File: config.mk
export PLATFORM = sky130hd
export DESIGN_NAME = q31_five_term_accum_flat
export DESIGN_NICKNAME = d
export VERILOG_FILES = /design/src/rtl/q31_five_term_accum_if.sv /design/src/rtl/q31_five_term_accum.sv /design/src/flat_wrapper.sv
export SDC_FILE = /design/constraint.sdc
export NUM_CORES = 1
export LEC_CHECK = 0
export CAP_MARGIN = 10
export CELL_PAD_IN_SITES_DETAIL_PLACEMENT = 1
export CELL_PAD_IN_SITES_GLOBAL_PLACEMENT = 2
export CORE_MARGIN = 2
export CORE_UTILIZATION = 33
export DETAILED_ROUTE_END_ITERATION = 8
export PLACE_DENSITY = 0.92
export SLEW_MARGIN = 25
export SYNTH_ARGS = -nofsm -noshare
export SYNTH_HDL_FRONTEND = slang
export SYNTH_SLANG_ARGS = --single-unit
File: constraint.sdc
create_clock -name clock -period 3.55 [get_ports clock]
set_input_delay 0.355 -clock clock [delete_from_list [all_inputs] [get_ports clock]]
set_output_delay 0.355 -clock clock [all_outputs]
set_load 0.1 [all_outputs]
File: src/rtl/q31_five_term_accum_if.sv
// Handshake and data bundle between the Q31 term accumulator and its
// controller / five-way operand mux.
interface q31_five_term_accum_if;
  logic        start;
  logic [31:0] term_in;
  logic [2:0]  sel;
  logic        busy;
  logic        done;
  logic [31:0] acc_out;
  logic        overflow;

  // Controller side: requests runs, supplies the mux output, observes results.
  modport master (
    output start,
    output term_in,
    input  sel,
    input  busy,
    input  done,
    input  acc_out,
    input  overflow
  );

  // Accumulator side.
  modport slave (
    input  start,
    input  term_in,
    output sel,
    output busy,
    output done,
    output acc_out,
    output overflow
  );
endinterface

File: src/rtl/q31_five_term_accum.sv
// Sequencer plus saturating (L_add) accumulator over NTERMS Q31 mux terms.
// NTERMS is legal in 1..5; sel walks 0..NTERMS-1, one term per clock.
//
// state | meaning
// ------+------------------------------------------------------------
// IDLE  | waiting for start; sel=0, busy=0
// ACC   | one L_add per clock, sel=term index; result latched on last
// DONE  | one-cycle done strobe; start ignored; returns to IDLE
module q31_five_term_accum #(
  parameter int unsigned NTERMS = 5
) (
  input  logic                  clock,
  input  logic                  reset,
  q31_five_term_accum_if.slave  bus
);

  typedef enum logic [1:0] {
    IDLE = 2'd0,
    ACC  = 2'd1,
    DONE = 2'd2
  } state_t;

  localparam logic [2:0] LAST_IDX = 3'(NTERMS - 1);

  state_t      state, state_nxt;
  logic [2:0]  idx, idx_nxt;
  logic [31:0] acc, acc_nxt;
  logic        run_ovf, run_ovf_nxt;
  logic [31:0] acc_out_q, acc_out_nxt;
  logic        ovf_q, ovf_nxt;

  logic [31:0] sum_raw;
  logic [31:0] sum_sat;
  logic        sat;

  // L_add: wrap-around sum, clamped when two like-signed operands flip sign.
  always_comb begin
    sum_raw = acc + bus.term_in;
    sat     = (acc[31] == bus.term_in[31]) && (sum_raw[31] != acc[31]);
    sum_sat = sum_raw;
    if (sat) begin
      sum_sat = acc[31] ? 32'h8000_0000 : 32'h7FFF_FFFF;
    end
  end

  // State, running sum and published result registers.
  always_ff @(posedge clock or negedge reset) begin
    if (!reset) begin
      state     <= IDLE;
      idx       <= 3'd0;
      acc       <= 32'd0;
      run_ovf   <= 1'b0;
      acc_out_q <= 32'd0;
      ovf_q     <= 1'b0;
    end else begin
      state     <= state_nxt;
      idx       <= idx_nxt;
      acc       <= acc_nxt;
      run_ovf   <= run_ovf_nxt;
      acc_out_q <= acc_out_nxt;
      ovf_q     <= ovf_nxt;
    end
  end

  // Next-state logic; the final sum is taken straight from the adder so the
  // result lands on the same edge as the last accumulation.
  always_comb begin
    state_nxt   = state;
    idx_nxt     = idx;
    acc_nxt     = acc;
    run_ovf_nxt = run_ovf;
    acc_out_nxt = acc_out_q;
    ovf_nxt     = ovf_q;
    case (state)
      IDLE: begin
        if (bus.start) begin
          acc_nxt     = 32'd0;
          run_ovf_nxt = 1'b0;
          idx_nxt     = 3'd0;
          state_nxt   = ACC;
        end
      end
      ACC: begin
        acc_nxt     = sum_sat;
        run_ovf_nxt = run_ovf | sat;
        if (idx == LAST_IDX) begin
          acc_out_nxt = sum_sat;
          ovf_nxt     = run_ovf | sat;
          idx_nxt     = 3'd0;
          state_nxt   = DONE;
        end else begin
          idx_nxt = idx + 3'd1;
        end
      end
      DONE: begin
        state_nxt = IDLE;
      end
      default: begin
        state_nxt = IDLE;
        idx_nxt   = 3'd0;
      end
    endcase
  end

  assign bus.sel      = (state == ACC) ? idx : 3'd0;
  assign bus.busy     = (state == ACC);
  assign bus.done     = (state == DONE);
  assign bus.acc_out  = acc_out_q;
  assign bus.overflow = ovf_q;

endmodule

File: src/flat_wrapper.sv
// flat-port wrapper written by rule: the top's interface ports become plain ports
module q31_five_term_accum_flat 
#(
  parameter int unsigned NTERMS = 5
)
  (clock, reset, bus_start, bus_term_in, bus_sel, bus_busy, bus_done, bus_acc_out, bus_overflow);
  q31_five_term_accum_if bus_i ();
  input  logic clock;
  input  logic reset;
  input wire logic [$bits(bus_i.start)-1:0] bus_start;
  input wire logic [$bits(bus_i.term_in)-1:0] bus_term_in;
  output wire logic [$bits(bus_i.sel)-1:0] bus_sel;
  output wire logic [$bits(bus_i.busy)-1:0] bus_busy;
  output wire logic [$bits(bus_i.done)-1:0] bus_done;
  output wire logic [$bits(bus_i.acc_out)-1:0] bus_acc_out;
  output wire logic [$bits(bus_i.overflow)-1:0] bus_overflow;
  assign bus_i.start = bus_start;
  assign bus_i.term_in = bus_term_in;
  assign bus_sel = bus_i.sel;
  assign bus_busy = bus_i.busy;
  assign bus_done = bus_i.done;
  assign bus_acc_out = bus_i.acc_out;
  assign bus_overflow = bus_i.overflow;
  q31_five_term_accum #(.NTERMS(NTERMS)) u_core (.clock(clock), .reset(reset), .bus(bus_i));
endmodule
# ---- Yosys cells after proc, flatten, opt, wreduce, memory -nomap -nowiden
# Index checks and enable logic that the tools add are counted.
dict set report totals {
  ram_bits 0
  latchBits 0
  memories 0
  register_bits 71
  rom_bits 0
  out_inout_bits 38
}
dict set report classes {
  n_shift 0
  reduce_logical 7
  muxes 13
  bitwise_logic 2
  eq_ne 7
  multipliers 0
  add_sub_neg 2
  magnitude_cmp 0
  n_div 0
}
# operator count
set op_table {}
lappend op_table {{32-bit 2-to-1 mux} 3}
lappend op_table {{32-bit one-hot mux with 2 select lines} 1}
lappend op_table {{32-bit adder} 1}
lappend op_table {{3-bit 2-to-1 mux} 3}
lappend op_table {{3-bit one-hot mux with 3 select lines} 1}
lappend op_table {{2-bit AND reduction} 4}
lappend op_table {{2-bit 2-to-1 mux} 2}
lappend op_table {{2-bit one-hot mux with 2 select lines} 1}
lappend op_table {{3-bit by 1-bit adder with 3-bit output (second input constant)} 1}
lappend op_table {{3-bit equality test (second input constant)} 1}
lappend op_table {{2-bit by 1-bit equality test with 1-bit output (second input constant)} 1}
lappend op_table {{2-bit equality test (second input constant)} 1}
lappend op_table {{2-bit logical NOT} 1}
lappend op_table {{2-bit by 1-bit inequality test with 1-bit output (second input constant)} 1}
lappend op_table {{2-bit inequality test (second input constant)} 1}
lappend op_table {{1-bit one-hot mux with 2 select lines} 1}
lappend op_table {{2-bit nonzero test} 1}
lappend op_table {{1-bit equality test} 1}
lappend op_table {{1-bit logical AND} 1}
lappend op_table {{1-bit 2-to-1 mux} 1}
lappend op_table {{1-bit inequality test} 1}
lappend op_table {{1-bit NOT} 1}
lappend op_table {{1-bit bitwise OR} 1}

# ---- Logic depth before layout (Yosys ltp)
# Gate-level depths: netlist of the first run.
dict set report depth {
  word_depth 5
  ltp_mapped 11
  depth_no_buf 11
}

# ---- Worst setup path after synthesis of the first run
# No wires, ideal clock.
dict set report synth_path {
  path_kind {register -> output}
  from {register u_core.state[1]}
  to {output bus_sel[2]}
  stages_incl_launch_ff 6
  n_path_buf 1
  slack_ns 0.661
  t_arrival_ns 2.534
  cell_sequence {dfrtp_1 inv_1 nand2_1 inv_1 clkbuf_1 and2_1}
}
dict set report synth_via {
  elab_chain_len 2
}
# element line
set synth_rtl {}
lappend synth_rtl {{start, declared} q31_five_term_accum.sv:25} ;# state_t state, state_nxt;
lappend synth_rtl {{start signal, assigned} q31_five_term_accum.sv:56} ;# state <= state_nxt;
lappend synth_rtl {{2-bit by 1-bit equality test with 1-bit output} --}
lappend synth_rtl {{named net bus_busy} flat_wrapper.sv:13} ;# output wire logic [$bits(bus_i.busy)-1:0] bus_busy;
lappend synth_rtl {{3-bit 2-to-1 mux} q31_five_term_accum.sv:105} ;# assign bus.sel = (state == ACC) ? idx : 3'd0;
lappend synth_rtl {{end, declared} flat_wrapper.sv:12} ;# output wire logic [$bits(bus_i.sel)-1:0] bus_sel;
# The timed path passes the listed nets, and every way through them passes these cells.

# ---- Worst setup path in the final report of the first run
dict set report layout_path {
  from {input bus_term_in[0]}
  to {register u_core.acc_out_q[16], in the netlist u_core.bus.acc_out[16]}
}
dict set report layout_via {
  elab_chain_len 4
}
# element line
set layout_rtl {}
lappend layout_rtl {{start, declared} flat_wrapper.sv:11} ;# input wire logic [$bits(bus_i.term_in)-1:0] bus_term_in;
lappend layout_rtl {{32-bit adder (*)} q31_five_term_accum.sv:38} ;# sum_raw = acc + bus.term_in;
lappend layout_rtl {{1-bit inequality test} q31_five_term_accum.sv:39} ;# sat = (acc[31] == bus.term_in[31]) && (sum_raw[31] != acc[31]);
lappend layout_rtl {{1-bit logical AND} q31_five_term_accum.sv:39}
lappend layout_rtl {{32-bit 2-to-1 mux (*)} q31_five_term_accum.sv:41} ;# if (sat) begin
lappend layout_rtl {{end signal, assigned} q31_five_term_accum.sv:60} ;# acc_out_q <= acc_out_nxt;
lappend layout_rtl {{end, declared} q31_five_term_accum.sv:29} ;# logic [31:0] acc_out_q, acc_out_nxt;
# Mark *: on every way between the ends. The rest lies on a longest branch, timed or not.
# A chain may end at the register's enable or synchronous reset.

==> results of run 1 <==
==> synthesized netlist by cell type, types with 2 or more instances <==
cell type / instances / area (µm²)
a211oi_1: 4 / 30.03
a21o_1: 11 / 82.58
a21oi_1: 55 / 275.3
a21oi_2: 5 / 43.79
a31oi_1: 9 / 56.30
a41oi_1: 2 / 17.52
and2_1: 4 / 25.02
and3_1: 8 / 50.05
and4_1: 3 / 26.28
buf_2: 9 / 45.04
buf_4: 6 / 45.04
buf_6: 3 / 33.78
clkbuf_1: 12 / 45.04
dfrtp_1: 71 / 1777
ha_1: 33 / 412.9
inv_1: 13 / 48.80
mux2i_1: 3 / 30.03
nand2_1: 94 / 352.8
nand2b_1: 6 / 37.54
nand3_1: 8 / 40.04
nand3b_1: 4 / 30.03
nand4_1: 4 / 25.02
nor2_1: 27 / 101.4
nor2b_1: 3 / 18.77
nor3_1: 7 / 35.03
nor3b_1: 2 / 15.01
o2111ai_1: 2 / 17.52
o211ai_1: 10 / 75.07
o211ai_2: 2 / 25.02
o21a_1: 3 / 22.52
o21ai_0: 47 / 235.2
o21ai_1: 27 / 135.1
o21ai_2: 2 / 17.52
o21bai_1: 3 / 22.52
o31ai_1: 6 / 45.04
or2_2: 3 / 18.77
xnor2_1: 19 / 166.4
xor2_1: 4 / 35.03
==> state kept, by name, indices dropped and copies added (netlist names) <==
register and flops:
u_core.state 2, u_core.idx 3, u_core.bus.acc_out 32, u_core.acc 32
u_core.run_ovf 1, u_core.bus.overflow 1
==> worst min path at each step <==
stage | startpoint | to | slack [ns] | cells after the start
floorplan | reset | u_core.acc[0] | 0.06 | 0
global placement | reset | u_core.idx[0] | 0.47 | 1
detailed placement | reset | u_core.acc[0] | 0.47 | 1
CTS | reset | u_core.acc[27] | 0.10 | 1
global route | reset | u_core.acc[0] | 0.13 | 1
finish | reset | u_core.acc[0] | 0.08 | 1
==> cell families (layout without fill, tap and decap cells) <==
family | Yosys count | in the layout | share of synthesized area [%]
buffers and inverters | 44 | 119 | 4.626
DFF | 71 | 71 | 37.11
adders and majority gates | 34 | 34 | 9.043
muxes | 3 | 3 | 0.6273
and+or+nand+nor | 185 | 185 | 18.48
xor gates and xnor gates | 23 | 23 | 4.208
AOI/OAI and AO/OA | 201 | 201 | 25.90
==> per-layer routing <==
layer  wire (µm)  vias to the layer above
met5           0                        -
met4         231                        0
met2        7130                       70
li1            -                     2151
met3         481                       12
met1        6331                     2165
==> cell type report <==
class,count,area (µm²)
clock inverter,1,5.005
multi-input combinational,446,2813
clock buffer,14,254.0
tap,184,230.2
sequential,71,1777
timing repair buffer,90,860.8
fill,1691,8377
inverter,14,52.55
==> critical path: cells and delay by family <==
family                     cells  cell delay (ns)
and+or+nand+nor                2             0.69
adders and majority gates      2             0.54
buffers and inverters          2             0.51
AOI/OAI and AO/OA              6             1.15
==> through the flow <==
stage          setup WS, ns  cells
2_1_floorplan        0.6606    561
3_3_place_gp         0.2441    804
3_5_place_dp         0.1662    804
4_1_cts              0.5260    819
5_1_grt              0.3026    820
6_report             0.5011    820
==> flow_metrics.tcl, run 1 <==
set metrics [dict create \
    status "complete, no violations" \
    port_buffers 72 \
    cts_resized 0 \
    grtUsageMet2_pct 33.62 \
    cts_hold_buf 0 \
    ant_nets 0 \
    grt_start_max_net_pins 35 \
    clkTransAtPathRegs_ns 0.05 \
    whs_ns 0.07932 \
    period_share_pct 85.88 \
    io-pin-count 73 \
    fp.dieW_um 124.4 \
    cts_buffer_depth 2 \
    fin_skew_ns 0.01312 \
    postSynthCellCount 561 \
    rsz0062_at_grt "false" \
    ys_types 65 \
    crit_required_ns 3.76 \
    cts_buffers 9 \
    synth_flop_cell "dfrtp_1" \
    crit_chain "clkdlybuf4s50_1, ha_1, inv_1, fa_1, nand2b_1, a21oi_1, o22ai_2, o21ai_1, a31oi_1, or3b_2, a41oi_1, o21ai_1" \
    max_slew_margin_pct 33.28 \
    busiest_layer "met2" \
    clk_latency_ns 0.34 \
    r2r-start "u_core.acc[21]" \
    first_pass_iters 4 \
    synth_edf_count 0 \
    cp_slowest_cell "or3b_2" \
    cts.htree.levels 3 \
    grt_pass1_vias 4768 \
    post-cts-setup-buffer-count 0 \
    synth-async-reset-ratio_pct 100.0 \
    tightest_slew_ns 0.9977 \
    grtUsageTotal_pct 19.15 \
    crit_path_frequent_cell "o21ai_1" \
    grt_pass1_wl_mm 24.04 \
    worstPathArrival_ns 3.26 \
    area_delta_synth_final_pct 25.17 \
    worstReg2RegEnd "u_core.acc[12]" \
    ys_seq_area_share_pct 37.11 \
    finalMaxSlewViolations 0 \
    crit_path_start_kind "input port" \
    dp_hpwl_mm 10.76 \
    num-nets-final 701 \
    routed_wirelength_mm 14.18 \
    syn_area_um2 4787 \
    first_iter_violations 157 \
    setup_violations 0 \
    vias_per_cell 5.363 \
    drive_gt1_share_pct 9.748 \
    max_freq_ghz 0.3280 \
    hold_violations 0 \
    cts_tree "yes" \
    use_met1_pct 23.39 \
    die_h_um 124.4 \
    path_class "in2reg" \
    crit_end "u_core.bus.acc_out[16]" \
    start_util_pct 33.32 \
    reg2reg_slack_ns 0.61 \
    globalplace.congestion 0.8314 \
    finalInstanceArea_um2 5992 \
    ys_warn_count 0 \
    fin_util_pct 41.70 \
    diodes 0 \
    fin_crit_ns 3.049 \
    overflow 0 \
    fp.coreArea_um2 14370 \
    num_rows 44 \
    cp_max_fo 5 \
    final_common_cell "nand2_1" \
    max_stage_delay_ns 0.49 \
    via_count 4398 \
    wl_per_cell_um 17.29 \
    antenna_found_initial 0 \
    hold_class "in2async" \
    grtUsageMet3_pct 4.596 \
    tns_ns 0 \
    syn_avg_cell_area_um2 8.533 \
    rr_worst_depth 10 \
    startpoint "bus_term_in[0]" \
    synth-seq-cells 71 \
    critical_path.endpoint_type "flop" \
    cap_violations 0 \
    post_dp_cell_area_um2 5705 \
    cts_num_sinks 71 \
    synth_nets 630 \
    cts-root-buf "clkbuf_16" \
    final_cell_mix "94 x nand2_1, 71 x dfrtp_1, 67 x clkdlybuf4s50_1, 55 x a21oi_1, 47 x o21ai_0" \
    drcViolationCount 0 \
    fp.dieArea_um2 15490 \
]
Power of run 1 is not shown: default switching activity piles up to over one toggle a cycle in this logic, so the estimate is an artifact.
==> inputs of run 2 (changes only) <==
--- a/config.mk
+++ b/config.mk
@@ -5,13 +5,14 @@
 export SDC_FILE = /design/constraint.sdc
 export NUM_CORES = 1
 export LEC_CHECK = 0
-export CAP_MARGIN = 10
+export CAP_MARGIN = 15
 export CELL_PAD_IN_SITES_DETAIL_PLACEMENT = 1
 export CELL_PAD_IN_SITES_GLOBAL_PLACEMENT = 2
 export CORE_MARGIN = 2
 export CORE_UTILIZATION = 33
 export DETAILED_ROUTE_END_ITERATION = 8
 export PLACE_DENSITY = 0.92
+export REMOVE_ABC_BUFFERS = 1
 export SLEW_MARGIN = 25
 export SYNTH_ARGS = -nofsm -noshare
 export SYNTH_HDL_FRONTEND = slang
==> flow_metrics.tcl, run 2 (synthesized netlist as in run 1, its figures left out) <==
set metrics [dict create \
    status "complete, no violations" \
    grt_pass1_vias 4871 \
    cts_tree "yes" \
    cts-root-buf "clkbuf_16" \
    antenna_found_initial 0 \
    hold_violations 0 \
    reg2reg_slack_ns 0.57 \
    setup_violations 0 \
    finalMaxSlewViolations 0 \
    rr_worst_depth 11 \
    rsz0062_at_grt "false" \
    r2r-start "u_core.acc[0]" \
    fp.dieArea_um2 15490 \
    drcViolationCount 0 \
    dp_hpwl_mm 10.92 \
    max_freq_ghz 0.3211 \
    globalplace.congestion 0.8526 \
    max_slew_margin_pct 34.78 \
    cp_max_fo 5 \
    cts_buffer_depth 2 \
    path_class "in2reg" \
    fin_skew_ns 0.01032 \
    wl_per_cell_um 18.12 \
    worstPathArrival_ns 3.33 \
    first_pass_iters 4 \
    tightest_slew_ns 0.9753 \
    drive_gt1_share_pct 10.52 \
    cts_buffers 9 \
    crit_path_start_kind "input port" \
    area_delta_synth_final_pct 27.60 \
    fp.coreArea_um2 14370 \
    start_util_pct 33.32 \
    num-nets-final 701 \
    post-cts-setup-buffer-count 0 \
    cts_resized 0 \
    cap_violations 0 \
    port_buffers 72 \
    overflow 0 \
    num_rows 44 \
    io-pin-count 73 \
    ant_nets 0 \
    grtUsageTotal_pct 19.94 \
    diodes 0 \
    cts.htree.levels 3 \
    fp.dieW_um 124.4 \
    clk_latency_ns 0.35 \
    clkTransAtPathRegs_ns 0.05 \
    final_cell_mix "94 x nand2_1, 71 x dfrtp_1, 67 x clkdlybuf4s50_1, 55 x a21oi_1, 47 x o21ai_0" \
    fin_util_pct 42.51 \
    vias_per_cell 5.458 \
    fillers 1670 \
    grt_pass1_wl_mm 24.98 \
    period_share_pct 87.73 \
    routed_wirelength_mm 14.88 \
    hold_class "in2async" \
    final_common_cell "nand2_1" \
    critical_path.endpoint_type "flop" \
    via_count 4481 \
    cts_hold_buf 0 \
    die_h_um 124.4 \
    fin_crit_ns 3.114 \
    worstReg2RegEnd "u_core.acc[16]" \
    cts_num_sinks 71 \
    crit_required_ns 3.76 \
    first_iter_violations 160 \
    grt_start_max_net_pins 72 \
]
## run 2: cell types whose count changed in the layout (fill, tap and decap cells not counted), sizes merged
cell / change
bufinv: +3
clkinv: +1
clkbuf: -3
## run 2: how the worst max path moves through the flow
| stage | from | end | slack (ns) |
|---|---|---|---|
| 6_report | bus_term_in[0] | u_core.acc[16] | 0.44 |
| 5_1_grt | bus_term_in[0] | u_core.acc[16] | 0.23 |
| 4_1_cts | bus_term_in[0] | u_core.acc[16] | 0.44 |
| 3_5_place_dp | bus_term_in[0] | u_core.acc[16] | 0.07 |
| 3_3_place_gp | bus_term_in[0] | u_core.acc[16] | 0.19 |
| 2_1_floorplan | u_core.state[1] | u_core.bus.acc_out[25] | -0.23 |
## run 2: final cells by class
| cell class | instances | area (µm²) | share of cell area [%] |
|---|---|---|---|
| Multi-Input combinational cell | 446 | 2813 | 46.05 |
| Sequential cell | 71 | 1777 | 29.09 |
| Timing Repair Buffer | 90 | 879.6 | 14.40 |
| Clock buffer | 11 | 252.7 | 4.138 |
| Tap cell | 184 | 230.2 | 3.769 |
| Clock inverter | 5 | 103.9 | 1.700 |
| Inverter | 14 | 52.55 | 0.8603 |
## run 2: metrics by stage
stage          std cells  instance area, µm²  setup TNS [ns]  setup slack [ns]  hold slack, ns
2_1_floorplan        531                4618         -0.5585           -0.2331         0.05941
3_3_place_gp         804                5720               0            0.1912          0.4638
3_5_place_dp         804                5720               0           0.06842          0.4782
4_1_cts              820                6077               0            0.4366          0.1991
5_1_grt              821                6108               0            0.2342         0.09530
6_report             821                6108               0            0.4357         0.02302
## run 2: critical path, cell delays in order
cell             delay, ns
clkdlybuf4s50_1       0.48
ha_1                  0.18
inv_1                 0.06
fa_1                  0.39
nand2b_1              0.20
a21oi_1               0.23
o22ai_2               0.18
o21ai_1               0.22
a31oi_1               0.19
or3b_2                0.50
a41oi_1               0.23
o21ai_0               0.10
## run 2: per-layer routing
| metal | vias up | GRT usage, % | routed length, µm |
|---|---|---|---|
| met2 | 81 | 33.24 | 7248 |
| met5 | - | 0 | 0 |
| met1 | 2231 | 25.64 | 6841 |
| met3 | 19 | 3.909 | 526 |
| li1 | 2150 | - | - |
| met4 | 0 | 7.403 | 258 |
Power of run 2 is left out for the same reason.
==> RTL change 1: new RTL, settings of run 2 <==
The 3 states of `state_t` get a one-hot encoding in 3 bits.
--- a/src/rtl/q31_five_term_accum.sv
+++ b/src/rtl/q31_five_term_accum.sv
@@ -14,10 +14,10 @@
   q31_five_term_accum_if.slave  bus
 );
 
-  typedef enum logic [1:0] {
-    IDLE = 2'd0,
-    ACC  = 2'd1,
-    DONE = 2'd2
+  typedef enum logic [2:0] {
+    IDLE = 3'b001,
+    ACC  = 3'b010,
+    DONE = 3'b100
   } state_t;
 
   localparam logic [2:0] LAST_IDX = 3'(NTERMS - 1);
Formal check against the unedited RTL: same outputs for any inputs over 4 cycles, from zero or initial values and one cycle with reset low; so few cycles prove little.
==> RTL change 1 against run 2 <==
  * Worst setup slack lost 0.11 ns
  * Routed wire length shrank 11%
  * Sequential cell count is 1 higher
  * Worst hold slack gained 0.0071 ns
  * Global-route usage fell by 1.1 points
  * Final area is 5.2% lower
  * Sequential share of layout area rose by 2.0 points
  * Maximum frequency fell by 3.5%
  * Critical path depth is 1 lower
  * Synthesized area down 4.1%
  * Die area down 3.9%
  * Highest routed layer unchanged
==> RTL change 1: results (changes against run 2) <==
Setup path
  – Worst r2r src: u_core.acc[1]$_DFFE_PN0P_
  – R2r endpoint: u_core.acc[25]$_DFFE_PN0P_
  – R2R setup slack: 0.42 ns (-0.15 ns)
  – Worst reg-to-reg path cell count: 10 (-1)
  – CP max-delay cell: clkdlybuf4s50_1
  – Worst EP arrival: 3.43 ns (+0.10 ns)
  – Crit. Startpoint: bus_term_in[1]
  – Critical path's largest stage delay: 0.45 ns (-0.05 ns)
  – Critical path capture point type: register

Yosys
  – Ys flop type: dfrtp_1
  – Mux share of post-synthesis cell area: 0.218% (-0.41 points)
  – Adder-cell share of the synthesized area: 9.43% (+0.38 points)
  – Synthesized area per cell: 8.78 um2 (+2.9%)
  – Post-synthesis sequential area ratio: 39.3% (+2.1 points)
  – Synth Area in XOR/XNOR: 4.96% (+0.75 points)
  – FFs w/ async S/R, synth: 100% (unchanged)
  – Yosys cell types: 60 (-7.7%)
  – Largest cells by area after synthesis: dfrtp_1, ha_1, nand2_1
  – Synth Area in Compound Gates: 26.9% (+1.0 points)
  – Most frequent cells after synthesis: nand2_1, dfrtp_1, o21ai_0

Cells and area
  – Fill cell count: 1613 (-3.4%)
  – Layout cell share with drive strength beyond 1: 9.00% (-1.5 points)
  – Clkbuf count: 13 (+2)
  – Fraction of area in registers: 31.1% (+2.0 points)
  – Multi-input logic area: 0.00260 mm2 (-7.6%)
  – Final-layout non-clock buffer area share: 14.0% (-0.38 points)
  – Multi-In Gates: 412 (-7.6%)
  – Final Non-Filler Cells: 780 (-5.0%)
  – Sequential cell count: 72 (+1.4%)
  – Non-clock buffers: 82 (-8.9%)
  – Nets: 664 (-5.3%)
  – Clock-cell share: 4.92% (-0.91 points)
  – Inverter count: 18 (+4)

Place
  – # placed instances: 764 (-5.0%)
  – Worst slack, placed: -0.0384 ns (-0.107 ns)
  – Gp weighted congestion: 0.838 (-1.8%)
  – DP Area: 0.00550 mm2 (-3.8%)
  – IO buf count: 72 (unchanged)
  – HPWL reported at the end of detailed placement: 9860 um (-9.7%)

STA
  – Clock skew: 0.00587 ns (-0.00445 ns)
  – Final setup fails: 0 (unchanged)
  – Tcrit/Tclk final: 90.9% (+3.2 points)
  – Slew @ Worst Pin: 0.987 ns (+0.0118 ns)
  – Final Slew Violations: 0 (unchanged)

Global routing
  – GRT Resource Usage Total: 18.9% (-1.1 points)
  – First-pass GRT wire length: 22000 um (-12%)
  – Largest net degree at the start of global routing: 73 (+1.4%)
  – Vias in the first global route: 4375 (-10%)

Clock tree
  – CTS root buffer: clkbuf_16
  – H-tree depth: 3 (unchanged)
  – Post-cts sizing count: 0 (unchanged)
  – Worst skew pair latency: between 0.3 and 0.4 ns
  – Post-CTS setup buffer count: 0 (unchanged)

Power
  – Tot Pwr: 0.00366 W
  – Pwr dens: between 600 and 700 mW/mm2
  – Clk pwr share: a little under a quarter

Route
  – Post-DR wirelength/cell: 17.1 um (-5.8%)
  – Via density: 5.22 (-4.3%)

Outcome
  – Outcome: complete, no violations

Floorplan
  – Die Area: 0.0149 mm2 (-3.9%)
## RTL change 1: how the worst min path moves through the flow
stage	from	to	slack (ns)	cells past startpoint
after detailed placement	u_core.bus.overflow$_DFFE_PN0P_	u_core.bus.overflow$_DFFE_PN0P_	0.46	2
final	reset	u_core.bus.acc_out[7]$_DFFE_PN0P_	0.03	1
after floorplan	reset	u_core.acc[0]$_DFFE_PN0P_	0.06	0
after global placement	u_core.bus.overflow$_DFFE_PN0P_	u_core.bus.overflow$_DFFE_PN0P_	0.46	2
after global routing	reset	u_core.acc[4]$_DFFE_PN0P_	0.1	1
after CTS	reset	u_core.bus.acc_out[7]$_DFFE_PN0P_	0.19	1
## RTL change 1: metal layers
metal	GRT usage [%]	wire, um	vias to the layer above	part of all wire, %
met5	0	0	-	0
met3	4.17	423	12	3.2
met2	32.4	6530	55	49
li1	-	-	1993	-
met1	23.8	6150	2015	46
met4	5.68	206	0	1.5
==> RTL change 2: new RTL, config.mk and constraints of run 2 <==
Made on the original files. Make the reset (`reset`) synchronous in one clocked block.
--- a/src/rtl/q31_five_term_accum.sv
+++ b/src/rtl/q31_five_term_accum.sv
@@ -44,7 +44,7 @@
   end
 
   // State, running sum and published result registers.
-  always_ff @(posedge clock or negedge reset) begin
+  always_ff @(posedge clock) begin
     if (!reset) begin
       state     <= IDLE;
       idx       <= 3'd0;
Formal check against the unedited RTL: differs if reset is asserted again (counterexample within 4 cycles, from zero or initial values and one cycle with reset low); with reset held inactive, the same outputs for 4 cycles.
==> RTL change 2 against run 2 <==
  * Final area fell by 5.0%
  * Sequential cell count did not move
  * Count of clock-buffer cells in the layout fell by 2
  * Clock skew fell by 0.0013 ns
  * Global-route usage rose by 1.1 points
  * Worst setup slack got worse by 0.23 ns
  * Core utilization rose by 3.5 points
  * Routed wire length fell by 3.5%
  * Synthesized area fell by 11%
  * Critical path type unchanged
  * Critical endpoint is now u_core.bus.acc_out[26]$_SDFFE_PN0P_
  * Largest cell class unchanged
  * Highest routed layer unchanged
Power is left out: it rests on default switching activity, and per cell area and clock period it moved more than threefold.
==> RTL change 2: results (changes against run 2) <==
Outcome
  – Outcome: complete, no violations

Yosys
  – Post-synthesis sequential area ratio: 33.2% (-3.9 points)
  – Largest cells by area after synthesis: dfxtp_1, a21oi_1, ha_1
  – Most frequent cells after synthesis: a21oi_1, o21ai_0, dfxtp_1
  – Synth Area in XOR/XNOR: 5.73% (+1.5 points)
  – Adder-cell share of the synthesized area: 10.1% (+1.1 points)
  – Ys flop type: dfxtp_1
  – Synth Area in Compound Gates: 32.6% (+6.7 points)
  – Yosys cell types: 62 (-4.6%)
  – Mux share of post-synthesis cell area: 0.497% (-0.13 points)
  – FFs w/ async S/R, synth: 0% (-100 points)

Route
  – Iteration-0 DRC Markers: 194 (+21%)
  – DRT met1 WL: 6500 um (-5.0%)
  – Met3 WL: 399 um (-24%)
  – Routed WL: 14400 um (-3.5%)
  – WL met2: 7220 um (-0.33%)

Place
  – HPWL reported at the end of detailed placement: 11000 um (+0.57%)
  – Gp weighted congestion: 0.888 (+4.2%)

Cells and area
  – Inverter count: 13 (-1)
  – Layout cell share with drive strength beyond 1: 14.2% (+3.7 points)
  – Register area: 0.00142 mm2 (-20%)
  – Multi-input logic area: 0.00271 mm2 (-3.6%)
  – Fill cell count: 1546 (-7.4%)
  – Nets: 712 (+1.6%)
  – Sequential cell count: 71 (unchanged)
  – Non-clock buffers: 124 (+38%)
  – Clock-cell share: 5.15% (-0.68 points)
  – Clkbuf count: 9 (-2)

Global routing
  – Largest net degree at the start of global routing: 54 (-25%)
  – Met1 Track Usage GR: 25.5% (-0.15 points)
  – Grt met3 use: 3.78% (-0.13 points)
  – GRT Resource Usage Total: 21.0% (+1.1 points)
  – GRT met2 Usage: 37.8% (+4.6 points)
  – Vias in the first global route: 4774 (-2.0%)

Setup path
  – Critical path's largest stage delay: 0.48 ns (-0.02 ns)
  – CP max-delay cell: clkdlybuf4s50_1
  – Worst EP arrival: 3.62 ns (+0.29 ns)

STA
  – Slew @ Worst Pin: 0.991 ns (+0.0158 ns)
  – Clock skew: 0.00905 ns (-0.00127 ns)

Hold path
  – Hold Crit Class: register to register
==> RTL change 2: final timing paths <==
check,startpoint,end
setup / recovery,bus_term_in[0],u_core.bus.acc_out[26]$_SDFFE_PN0P_
hold / removal,u_core.acc[7]$_SDFFE_PN0P_,u_core.acc[7]$_SDFFE_PN0P_
setup reg to reg,u_core.acc[0]$_SDFFE_PN0P_,u_core.bus.acc_out[26]$_SDFFE_PN0P_
hold reg to reg,u_core.acc[7]$_SDFFE_PN0P_,u_core.acc[7]$_SDFFE_PN0P_
==> RTL change 2: stage by stage <==
step	hold slack [ns]	std cells	area, um2	worst slack, ns
5_1_grt	0.497	820	5800	0.0158
6_report	0.461	820	5800	0.202
4_1_cts	0.467	820	5800	0.148
3_5_place_dp	0.453	804	5500	-0.144
2_1_floorplan	0.426	508	4170	-0.0348
3_3_place_gp	0.434	803	5480	-0.104
